## config.mk

```make
export PLATFORM = sky130hd
export DESIGN_NAME = dmem_stall_ctrl
export DESIGN_NICKNAME = d
export VERILOG_FILES = /design/src/rtl/dmem_stall_ctrl.sv
export SDC_FILE = /design/constraint.sdc
export NUM_CORES = 1
export LEC_CHECK = 0
export CORE_ASPECT_RATIO = 1.1
export CORE_MARGIN = 1.5
export CORE_UTILIZATION = 44
export CTS_BUF_LIST = sky130_fd_sc_hd__clkbuf_8
export CTS_CLUSTER_DIAMETER = 80
export DETAILED_ROUTE_END_ITERATION = 7
export PLACE_DENSITY = 0.83
export SYNTH_ARGS = -nofsm -noshare
export SYNTH_HDL_FRONTEND = slang
export SYNTH_SLANG_ARGS = --single-unit
```

## constraint.sdc

```tcl
create_clock -name clk -period 2.4 [get_ports clk]
set_input_delay 0.72 -clock clk [delete_from_list [all_inputs] [get_ports clk]]
set_output_delay 0.72 -clock clk [all_outputs]
set_load 0.01 [all_outputs]
```

## src/rtl/dmem_stall_ctrl.sv

```systemverilog
// dmem_stall_ctrl: MEM-stage data-memory access controller with pipeline stall, alignment and timeout errors
module dmem_stall_ctrl #(
  parameter int TIMEOUT = 255
) (
  input  logic        clk,
  input  logic        rst,
  input  logic        en,
  input  logic        wr,
  input  logic [15:0] addr,
  input  logic [15:0] wdata,
  output logic [15:0] rdata,
  output logic        memStall,
  output logic        err,
  output logic        mem_req,
  output logic        mem_wr,
  output logic [15:0] mem_addr,
  output logic [15:0] mem_wdata,
  input  logic [15:0] mem_rdata,
  input  logic        mem_ready
);
  typedef enum logic [1:0] {IDLE, BUSY, DONE} state_t;
  state_t state, stateNext;
  logic [7:0] cnt;
  logic toFlag, go, timeUp;
  assign go = state == IDLE && en && !addr[0];
  assign timeUp = state == BUSY && !mem_ready && cnt == 8'(TIMEOUT - 1);
  always_comb begin
    stateNext = state == IDLE ? (go ? BUSY : IDLE) :
                state == BUSY ? ((mem_ready || timeUp) ? DONE : BUSY) : IDLE;
    memStall = go || state == BUSY;
    err = (state == IDLE && en && addr[0]) || (state == DONE && toFlag);
  end
  always_ff @(posedge clk or posedge rst)
    if (rst) state <= IDLE;
    else state <= stateNext;
  always_ff @(posedge clk or posedge rst) begin
    if (rst) begin
      mem_req <= 1'b0;
      mem_wr <= 1'b0;
      mem_addr <= '0;
      mem_wdata <= '0;
      rdata <= '0;
      toFlag <= 1'b0;
      cnt <= '0;
    end else if (go) begin
      mem_addr <= addr;
      mem_wdata <= wdata;
      mem_wr <= wr;
      mem_req <= 1'b1;
      cnt <= '0;
    end else if (state == BUSY) begin
      if (mem_ready) begin
        if (!mem_wr) rdata <= mem_rdata;
        mem_req <= 1'b0;
        mem_wr <= 1'b0;
        toFlag <= 1'b0;
      end else if (timeUp) begin
        rdata <= '0;
        toFlag <= 1'b1;
        mem_req <= 1'b0;
      end else begin
        cnt <= cnt == 8'hFF ? cnt : cnt + 8'd1;
      end
    end
  end
endmodule

```

==> flow_summary.toml <==
[timing]
setup_tns_ns = 0
finalSetupViolCount = 0
fin_crit_sh_pct = 96.7
tightest_slew_ns = 0.678
max_clock_freq_mhz = 431
clock_skew_ns = 0.00626
setup_ws_ns = 0.0782
slew_headroom_pct = 54.8
rsz0062_at_grt = "false"
slew_viol_final = 0
fin_crit_ns = 2.32
hold_viol = 0

[flow_run]
cap_viol_max_count = 0

[hold_path]
holdPathStages = 2
hold_path_end = "mem_wdata[3]$_DFFE_PP0P_"
min_path_type = "flop to flop"
hold_start = "mem_wdata[3]$_DFFE_PP0P_"

[floorplanning]
die_x_um = 74.5
core_um2 = 5400
die_height_um = 81.6
initial_core_util_pct = 45.8
die-area_um2 = 6080
rows = 28
io_pins = 105

[yosys]
synth_top_flop_cell = "dfrtp_1"
mappedNetlistArea_um2 = 2470
synth_seq_area_share_pct = 61.8
synth_most_common_cell = "nand2_1"
ys_ff_latch = 61
synthCells = 242
synth_cell_types = 34
async_flop_share_pct = 100
synthXorXnorAreaFrac_pct = 0.709
synthSimpleGateAreaFrac_pct = 22.7
synthAdderAreaFrac_pct = 1.01
synth_top_family_by_area = "simple AND/OR/NAND/NOR gates"
synth_edf_count = 0
synth_top_area_cell = "dfrtp_1"
syn_nets = 297
avgSynthCellArea_um2 = 10.2
yosys-top-cells-count = "nand2_1 (102), dfrtp_1 (61), a22o_1 (16), buf_2 (7), nor2_1 (7)"
yosys-top-cells-area = "dfrtp_1 (62%), nand2_1 (15%), a22o_1 (5.7%), buf_2 (1.4%), a21oi_1 (1.2%)"
synth_compound_area_share_pct = 10.6
synth.top_cell.area_share_pct = 61.8
yosys_warnings = 0
synthMuxAreaShare_pct = 0.405

[routing]
wl_per_cell_um = 13.5
vias_per_cell = 4.93
dr.first_iter.drc_count = 117
drc = 0
ant_nets = 0
routed_wl_um = 5870
drtPass1Iterations = 4
vias = 2140

[global_route]
grt_max_degree = 39
antenna_found_initial = 0
grt_use_total_pct = 20.3
grt_pass1_vias = 1960
grt_overflow = 0
grt_pass1_wl_um = 9270

[setup_path]
cp_slowest_stage_delay_ns = 0.29
r2r-start = "state[1]$_DFF_PP0_"
timing.rr.end = "rdata[10]$_DFFE_PP0P_"
cp-end-kind = "output port"
cp.arrival_ns = 1.60
cp_data_required_time_ns = 1.68
cpMostUsedCell = "nor2_1"
path_max_fanout = 3
r2r_slack_ns = 0.67
path_cells = "dlygate4sd2_1, nand2_1, nor2_1, a21oi_1, nor2_1, clkdlybuf4s15_1"
r2r_cells = 5
critical_path_class = "input pin to output port"
critPathTopFamily = "buffers and inverters"
start_kind = "input pin"
slowest_stage = "dlygate4sd2_1"
crit_buf_inv = 2

[place]
gp_congestion = 0.742
io_buffers = 104
dpl-instance-area_um2 = 3650
hpwl_um = 4150
pre_cts_slack_ns = -0.451

[power]
clockPowerShare_pct = 25.5
p_comb_share_pct = 32.9
power_switching_share_pct = 28.6
p_int_mw = 2.53
vdd_ir_drop_max_mv = 0.543
leakagePower_nw = 1.79
seq_power_share_pct = 41.6
net-switching-power_mw = 1.01
p_per_area_nw_per_um2 = 922

[layout]
fin_area_um2 = 3850
fillers = 416
drive_above_1_share_pct = 10.0
layout.nets = 410
n_antenna_cell = 0
syn2layout_area_growth_pct = 55.7

[clocking]
tritoncts = "yes"
cts_buffers = 9
clkSinkCount = 61
clk_latency_ns = 0.33
htree_levels = 3
clkTransAtPathRegs_ns = 0.06
cts.path.max_buffers = 2
clock-root-buffer = "clkbuf_8"

[status]
status = "finished clean"
cell families (layout without fill, tap and decap cells):
family / after synthesis / in the layout
fa+ha+maj: 2 / 2
compound gates: 33 / 33
flops: 61 / 61
mux: 1 / 1
xor+xnor: 2 / 2
simple gates: 128 / 128
buf+inv: 15 / 132
flip-flops by register name, indices dropped and copies added, names as in the netlist:
name	flops
cnt	8
mem_addr	16
mem_req	1
mem_wdata	16
mem_wr	1
rdata	16
state	2
toFlag	1
worst max path at each step:
| stage | from | to | depth (start not counted) |
|---|---|---|---|
| after floorplan | rst | cnt[0]$_DFFE_PP0P_ | 1 |
| after global placement | addr[0] | err | 6 |
| after detailed placement | en | memStall | 4 |
| after CTS | en | memStall | 4 |
| after global routing | addr[0] | err | 6 |
| final | addr[0] | err | 6 |
timing repair:
action / CTS / global route
hold buffers: 0 / 0
pin swaps: 0 / 0
endpoints found under the setup margin: 2 / 2
endpoints found under the hold margin: 0 / 0
setup buffers: 0 / 0
resized for setup: 6 / 2
routing by layer:
metal	track usage (%)	part of all wire, %	vias up
li1	-	-	1024
met1	26.6	44	1038
met2	32.4	48	71
met3	6.75	6.4	7
met4	5.45	1.1	0
met5	0	0	-
cell usage in the layout, fill, tap and decap left out, types with 3 or more instances in the layout:
cell type        synthesis  routed
buf_4                    1       6
a21oi_1                  6       6
o21ai_0                  3       3
nand3_1                  3       3
dfrtp_1                 61      61
a22o_1                  16      16
or2_2                    3       3
nor2_1                   7       7
clkdlybuf4s50_1          0     100
clkbuf_8                 0      11
inv_1                    5       4
nand2_1                102     102
area by class of cell:
type,count,area (um^2),share of cell area (%)
Inverter,5,18.8,0.488
Clock inverter,4,47.5,1.24
Multi-Input combinational cell,166,891,23.2
Timing Repair Buffer,112,1120,29.1
Clock buffer,11,151,3.93
Sequential cell,61,1530,39.7
Tap cell,75,93.8,2.44
power by group through the flow:
stage	Combinational (mW)	Sequential, mW	Clock, mW
4_1_cts	1.19	1.48	0.924
6_report	1.17	1.48	0.904
2_1_floorplan	0.338	1.60	0
5_1_grt	1.27	1.52	0.983
3_3_place_gp	1.16	1.48	0
3_5_place_dp	1.18	1.49	0
stage by stage:
stage,power (mW),std cells,hold WS (ns),utilization (%)
after floorplan,1.94,242,0.448,-
after global placement,2.64,419,0.457,67.6
after detailed placement,2.67,419,0.464,67.6
after CTS,3.59,434,0.481,71.4
after global routing,3.77,434,0.494,71.3
final,3.55,434,0.475,71.3
worst reg2reg max path, delay by kind of cell (launching register included):
| kind | cells | cell delay, ns |
|---|---|---|
| simple gates | 3 | 0.78 |
| flops | 1 | 0.50 |
| compound gates | 1 | 0.25 |
| buf+inv | 1 | 0.15 |
Power figures use the tool's default switching activity.
